--- src/rtl/char_action_sequencer.sv ---
// char_action_sequencer
// Frame-paced character state machine: arbitrates movement vs. attacks and walks each attack
// through startup / active / recovery phases with per-phase frame counts.
//
// Ports:
//   clk         system clock
//   rst         asynchronous active-low reset
//   frame_tick  one-clk pulse per video frame; state and counter only advance on it
//   btn_left    left button level (synchronized, debounced)
//   btn_right   right button level (synchronized, debounced)
//   btn_attack  attack button level (synchronized, debounced)
//   state       character state code (IDLE=0 .. DIR_RECOVERY=8)
//   frame_cnt   frames already spent in the current attack phase, 0 outside attacks
//   hit_active  high in either active phase
//   busy        high in any attack state
module char_action_sequencer #(
  parameter int unsigned START_FRAMES        = 5,
  parameter int unsigned ACTIVE_FRAMES       = 2,
  parameter int unsigned RECOVERY_FRAMES     = 16,
  parameter int unsigned DIR_START_FRAMES    = 4,
  parameter int unsigned DIR_ACTIVE_FRAMES   = 3,
  parameter int unsigned DIR_RECOVERY_FRAMES = 15,
  parameter int unsigned CNT_W               = 5
) (
  input  logic             clk,
  input  logic             rst,
  input  logic             frame_tick,
  input  logic             btn_left,
  input  logic             btn_right,
  input  logic             btn_attack,
  output logic [3:0]       state,
  output logic [CNT_W-1:0] frame_cnt,
  output logic             hit_active,
  output logic             busy
);

  typedef enum logic [3:0] {
    StIdle        = 4'd0,
    StLeft        = 4'd1,
    StRight       = 4'd2,
    StAtkStart    = 4'd3,
    StAtkActive   = 4'd4,
    StAtkRecovery = 4'd5,
    StDirStart    = 4'd6,
    StDirActive   = 4'd7,
    StDirRecovery = 4'd8
  } state_e;

  // Last counter value of each phase (N-1).
  localparam logic [CNT_W-1:0] StartLast     = CNT_W'(START_FRAMES - 1);
  localparam logic [CNT_W-1:0] ActiveLast    = CNT_W'(ACTIVE_FRAMES - 1);
  localparam logic [CNT_W-1:0] RecoveryLast  = CNT_W'(RECOVERY_FRAMES - 1);
  localparam logic [CNT_W-1:0] DStartLast    = CNT_W'(DIR_START_FRAMES - 1);
  localparam logic [CNT_W-1:0] DActiveLast   = CNT_W'(DIR_ACTIVE_FRAMES - 1);
  localparam logic [CNT_W-1:0] DRecoveryLast = CNT_W'(DIR_RECOVERY_FRAMES - 1);

  state_e           state_q, state_d;
  logic [CNT_W-1:0] cnt_q, cnt_d;
  logic             pending_q, pending_d;
  logic             atk_q;
  logic             hit_q, hit_d;
  logic             busy_q, busy_d;

  logic             atk_rise, atk_req, one_dir, idle_like, in_atk;
  logic [CNT_W-1:0] last;
  state_e           nxt;

  always_comb begin
    state_d   = state_q;
    cnt_d     = cnt_q;
    pending_d = pending_q;
    idle_like = 1'b0;
    in_atk    = 1'b0;
    last      = '0;
    nxt       = StIdle;
    atk_rise  = btn_attack & ~atk_q;
    atk_req   = pending_q | atk_rise;
    one_dir   = btn_left ^ btn_right;

    case (state_q)
      StIdle, StLeft, StRight: idle_like = 1'b1;
      StAtkStart:    begin in_atk = 1'b1; last = StartLast;     nxt = StAtkActive;   end
      StAtkActive:   begin in_atk = 1'b1; last = ActiveLast;    nxt = StAtkRecovery; end
      StAtkRecovery: begin in_atk = 1'b1; last = RecoveryLast;  nxt = StIdle;        end
      StDirStart:    begin in_atk = 1'b1; last = DStartLast;    nxt = StDirActive;   end
      StDirActive:   begin in_atk = 1'b1; last = DActiveLast;   nxt = StDirRecovery; end
      StDirRecovery: begin in_atk = 1'b1; last = DRecoveryLast; nxt = StIdle;        end
      default: begin
        // Illegal code: recover on the very next clk, tick or not.
        state_d   = StIdle;
        cnt_d     = '0;
        pending_d = 1'b0;
      end
    endcase

    // Edges while busy are dropped rather than buffered into a later attack.
    if (idle_like && atk_rise) pending_d = 1'b1;

    if (frame_tick && idle_like) begin
      pending_d = 1'b0;
      cnt_d     = '0;
      if (atk_req)                      state_d = one_dir ? StDirStart : StAtkStart;
      else if (btn_left && !btn_right)  state_d = StLeft;
      else if (btn_right && !btn_left)  state_d = StRight;
      else                              state_d = StIdle;
    end

    if (frame_tick && in_atk) begin
      if (cnt_q == last) begin
        state_d = nxt;
        cnt_d   = '0;
      end else begin
        cnt_d = cnt_q + CNT_W'(1);
      end
    end

    // Flags are registered alongside state so they come straight from flops.
    busy_d = (state_d >= StAtkStart) && (state_d <= StDirRecovery);
    hit_d  = (state_d == StAtkActive) || (state_d == StDirActive);
  end

  always_ff @(posedge clk or negedge rst) begin
    if (!rst) begin
      state_q   <= StIdle;
      cnt_q     <= '0;
      pending_q <= 1'b0;
      atk_q     <= 1'b0;
      hit_q     <= 1'b0;
      busy_q    <= 1'b0;
    end else begin
      state_q   <= state_d;
      cnt_q     <= cnt_d;
      pending_q <= pending_d;
      atk_q     <= btn_attack;
      hit_q     <= hit_d;
      busy_q    <= busy_d;
    end
  end

  assign state      = state_q;
  assign frame_cnt  = cnt_q;
  assign hit_active = hit_q;
  assign busy       = busy_q;

endmodule

--- config.mk ---
export PLATFORM = sky130hd
export DESIGN_NAME = char_action_sequencer
export DESIGN_NICKNAME = d
export VERILOG_FILES = /design/src/rtl/char_action_sequencer.sv
export SDC_FILE = /design/constraint.sdc
export NUM_CORES = 1
export LEC_CHECK = 0
export ABC_AREA = 1
export CORE_MARGIN = 2
export CORE_UTILIZATION = 54
export CTS_CLUSTER_DIAMETER = 30
export CTS_CLUSTER_SIZE = 24
export DETAILED_ROUTE_END_ITERATION = 6
export PLACE_DENSITY = 0.8
export SLEW_MARGIN = 20
export SYNTH_ARGS = -nofsm -noshare
export SYNTH_HDL_FRONTEND = slang
export SYNTH_SLANG_ARGS = --single-unit
export TNS_END_PERCENT = 100
--- constraint.sdc ---
create_clock -name clk -period 3.51 [get_ports clk]
set_clock_uncertainty 0.05 [all_clocks]
set_input_delay 1.053 -clock clk [delete_from_list [all_inputs] [get_ports clk]]
set_output_delay 1.053 -clock clk [all_outputs]
set_load 0.005 [all_outputs]
# Word level (Yosys, flattened, before mapping)
# Cells that the tools add are included.
[totals] word_cells=58 inputBits=6 output_inout_bits=11 ff_bits=13
[classes] n_mux=19 n_reduce_logical=13 n_lt_le_gt_ge=2 bitwise_logic=4 add_sub_neg=1 eq_ne=13
[ops] cell="$eq 4x3->1 const B" count=6
[ops] cell="$pmux 4 s6" count=1
[ops] cell="$mux 5" count=4
[ops] cell="$mux 4" count=4
[ops] cell="$pmux 4 s4" count=1
[ops] cell="$reduce_or 9->1" count=1
[ops] cell="$eq 4x2->1 const B" count=2
[ops] cell="$logic_and 1x1->1" count=6
[ops] cell="$mux 3" count=2
[ops] cell="$ne 3x1->1 const B" count=2
[ops] cell="$reduce_or 6->1" count=1
[ops] cell="$add 5x1->5 const B" count=1
[ops] cell="$eq 5x5->1" count=1
[ops] cell="$mux 1" count=5
[ops] cell="$eq 4x1->1 const B" count=1
[ops] cell="$eq 4x4->1 const B" count=1
[ops] cell="$ge 4x2->1 const B" count=1
[ops] cell="$le 4x4->1 const B" count=1
[ops] cell="$logic_not 4->1" count=1
[ops] cell="$mux 2" count=2
[ops] cell="$reduce_or 3->1" count=1
[ops] cell="$logic_not 1->1" count=2
[ops] cell="$and 1x1->1" count=1
[ops] cell="$logic_or 1x1->1" count=1
[ops] cell="3 further kinds" count=3

# Longest topological paths before layout
[logic_depth] word_depth=10 ltp_mapped=15 mapped_depth_nobuf=15

# Worst setup path after synthesis
# Ideal clock, no wire load.
[synth_timing] kind="input to register" from="in btn_left" to="reg hit_q, in the netlist hit_active" stages=10 t_arrival_ns=1.950 required_ns=3.343 setup_ns=0.117 path_buffers=0 setup_slack_ns=1.393 path_cell_list="inv_1 -> ha_1 -> o21ai_0 -> nor2_1 -> a21oi_1 -> nand2_1 -> nand2_1 -> inv_2 -> nand3_1 -> nand2_1"
[synth_between] word_cells_on_any_way=14 cone_classes="2 x eq/ne; 7 x mux; 1 x bitwise; 4 x reduce/logical"
[synth_lines] element="start: declaration" line_no="28" rtl="input logic btn_left,"
[synth_lines] element="$xor 1x1->1 or $logic_and 1x1->1 (tied branches)" line_no="78, 103"
[synth_lines] element="$mux 3 or $mux 2 (tied branches)" line_no="102, 103"
[synth_lines] element="$mux 3 *" line_no="102" rtl="if (atk_req) state_d = one_dir ? StDirStart : StAtkStart;"
[synth_lines] element="$mux 4 *" line_no="99" rtl="if (frame_tick && idle_like) begin"
[synth_lines] element="$mux 4" line_no="109" rtl="if (cnt_q == last) begin"
[synth_lines] element="$mux 4 *" line_no="108" rtl="if (frame_tick && in_atk) begin"
[synth_lines] element="via state_d[0]" line_no="57" rtl="state_e state_q, state_d;"
[synth_lines] element="$eq 4x3->1" line_no="119" rtl="hit_d = (state_d == StAtkActive) || (state_d == StDirActive);"
[synth_lines] element="$logic_or 1x1->1 *" line_no="119"
[synth_lines] element="via hit_d" line_no="61" rtl="logic hit_q, hit_d;"
[synth_lines] element="end signal: assignment" line_no="135" rtl="hit_q <= hit_d;"
[synth_lines] element="end: declaration" line_no="61"
# Mark *: on every way through the listed nets, which the timed path passes. The rest lies on a longest branch.
# A chain may end at the register's enable or synchronous reset.

# Worst setup path after layout
# Same ends and word-level chain as after synthesis.

==> results.cfg <==
[worst_setup_path]
r2r-end = frame_cnt[2]$_DFFE_PN0P_
r2r-start = state[1]$_DFF_PN0_
cp-end-kind = flop
crit_cells = 12
path_delay_family = buffers and inverters
critPathMostFrequentCell = nand2_1
crit_path_cell_trace = clkdlybuf4s50_1 > inv_1 > ha_1 > o21ai_0 > nor2_1 > a21oi_1 > nand2_1 > nand2_1 > inv_2 > nor2_2 > nand2_1 > nand2_1
cp_max_fo = 4
critPathLaunch = btn_left
reg2reg_depth = 8
critPathLaunchType = primary input
critical_path.slowest_cell = clkdlybuf4s50_1
criticalPathCategory = primary input to flop
crit_required_ns = 3.66
regToRegSetupSlack_ns = 1.66
cp-endpoint = hit_active$_DFF_PN0_
timing.critical_path.buf_inv = 3
arrival_ns = 2.63
max_stage_delay_ns = 0.48

[placed_design]
io_buffers = 16
dp.cells = 160
hpwl_um = 1710
routabilityCongestion = 0.849

[synthesis]
ys_dominant_reg_cell = dfrtp_1
synth_edf_count = 0
syn_avg_cell_area_um2 = 7.20
ys_ff_latch = 13
yosysUniqueCellTypes = 22
ys_warn_count = 0
syn_nets = 137
async_reset_ff_frac = 1.00
seq_area_frac_synth = 0.353
syn_area_um2 = 922
postSynthCellCount = 128

[layout]
final_cells = 164
final_common_cell = nand2_1
layout_common_cells = nand2_1, inv_1, clkdlybuf4s50_1, dfrtp_1
drive_above_1_share = 0.142
fin_nets = 158
num_antenna_cells = 0
syn_to_final_growth_pct = 22.4

[routing]
routedWlPerCell_um = 12.1
post-route-drc-count = 0
drt_wl_total_um = 1990
routed_via_density = 5.27
drtPass1Iterations = 4
num_vias = 864
drt-initial-drc-count = 26
drtAntennaViolNets = 0

[sta]
fmax_mhz = 404
period_needed_ns = 2.47
maxSlewViolCount = 0
rsz0062_at_grt = false
whs_ns = 0.492
min_period_over_period = 0.704
finalSetupViolCount = 0
finalSetupTns_ns = 0
worst_slew_pin_slew_ns = 0.518
final_hold_viol_count = 0
slew_headroom = 0.653

[pwr]
comb_power_share = 0.649
p_sw_frac = 0.489
p_leak_nw = 0.582
ir_worst_vdd_mv = 0.500
p_seq_frac = 0.261
switchingPower_mw = 0.460
clock_power_share = 0.090
p_int_mw = 0.480
p_per_area_nw_per_um2 = 833

[floorplanning]
die_x_um = 45.3
die_area_um2 = 2050
die_h_um = 45.3
start_util = 0.591
core_area_um2 = 1560
row_count = 14
io_pins = 17

[job]
drv_cap = 0

[global_route]
grt_antenna_before_repair = 0
grtUsageMet3 = 0.0280
grt_usage = 0.258
grtUsageMet2 = 0.411
grt_pass1_wl_um = 3750
top_usage_layer = met2
grt_max_degree = 14
grt_overflow = 0
grt_pass1_vias = 855
use_met1 = 0.358

[clock_tree]
cts_buffers = 3
cts_root_buffer = clkbuf_4
worstSkewPairLatency_ns = 0.26
cts_tree = built
htree_levels = 1
clkTransAtPathRegs_ns = 0.07
post_cts_resized = 0
clk_path_buf_depth = 2
cts_setup_buffers = 0
postCtsHoldBufs = 0
cts_sinks = 13

[outcome]
status = complete, no violations

[min_path]
hp-class = flop to flop
==> cells in the mapped netlist, types with 3 or more instances <==
cell      n  area share
inv_1    18       0.073
nor2_4    3       0.037
nand4_1   4       0.027
o21ai_0  10       0.054
ha_1      3       0.041
o21ai_1   3       0.016
dfrtp_1  13        0.35
nand3_1  10       0.054
nand2_1  34        0.14
inv_2     5       0.020
nor2_1    9       0.037
nor2_2    4       0.027
nand2_2   3       0.020
==> routing by layer <==
metal	routed length (um)	vias up
met2	974	15
li1	-	455
met4	8	0
met1	955	392
met3	53	2
met5	0	-
==> power by group through the flow <==
| stage | Clock, mW | Combinational [mW] | Sequential [mW] |
|---|---|---|---|
| 2_1_floorplan | 0 | 0.429 | 0.242 |
| 3_3_place_gp | 0 | 0.587 | 0.245 |
| 3_5_place_dp | 0 | 0.611 | 0.247 |
| 4_1_cts | 0.0881 | 0.613 | 0.244 |
| 5_1_grt | 0.0958 | 0.694 | 0.254 |
| 6_report | 0.0845 | 0.610 | 0.245 |
==> sequential cells by signal, summed over array words and instances, names as in the netlist <==
signal and flops:
frame_cnt 5, state 4, atk_q 1, busy 1, hit_active 1, pending_q 1
==> worst min-delay path by stage <==
stage / startpoint / end / slack (ns) / cells after the start
global placement: pending_q$_DFFE_PN0P_ / pending_q$_DFFE_PN0P_ / 0.47 / 2
global route: pending_q$_DFFE_PN0P_ / pending_q$_DFFE_PN0P_ / 0.58 / 2
detailed placement: pending_q$_DFFE_PN0P_ / pending_q$_DFFE_PN0P_ / 0.48 / 2
floorplan: pending_q$_DFFE_PN0P_ / pending_q$_DFFE_PN0P_ / 0.44 / 2
CTS: pending_q$_DFFE_PN0P_ / pending_q$_DFFE_PN0P_ / 0.49 / 2
finish: pending_q$_DFFE_PN0P_ / pending_q$_DFFE_PN0P_ / 0.49 / 2
==> layout make-up <==
cell class | count | area [um2]
clock buffer | 4 | 26.3
inverter | 23 | 86.3
timing repair buffer | 16 | 160
multi-input combinational | 92 | 510
tap | 16 | 20.0
fill | 127 | 430
sequential | 13 | 325
==> stage by stage <==
step / utilization / area (um2) / setup slack, ns / power [mW]
global route: 0.724 / 1130 / 0.854 / 1.04
floorplan: - / 922 / 1.39 / 0.672
finish: 0.724 / 1130 / 1.04 / 0.940
detailed placement: 0.707 / 1100 / 0.770 / 0.858
CTS: 0.724 / 1130 / 1.04 / 0.945
global placement: 0.707 / 1100 / 0.818 / 0.832
==> worst min-delay path, stage by stage (launching register included) <==
cell and delay, ns:
dfrtp_1 0.32, inv_1 0.04, o32ai_1 0.12
==> logic make-up after synthesis <==
family | synth area share
simple gates | 0.377
buf+inv | 0.0936
flops | 0.353
xor+xnor | 0.00950
compound gates | 0.126
fa+ha+maj | 0.0407
No activity file was read; power rests on OpenSTA's default activity.
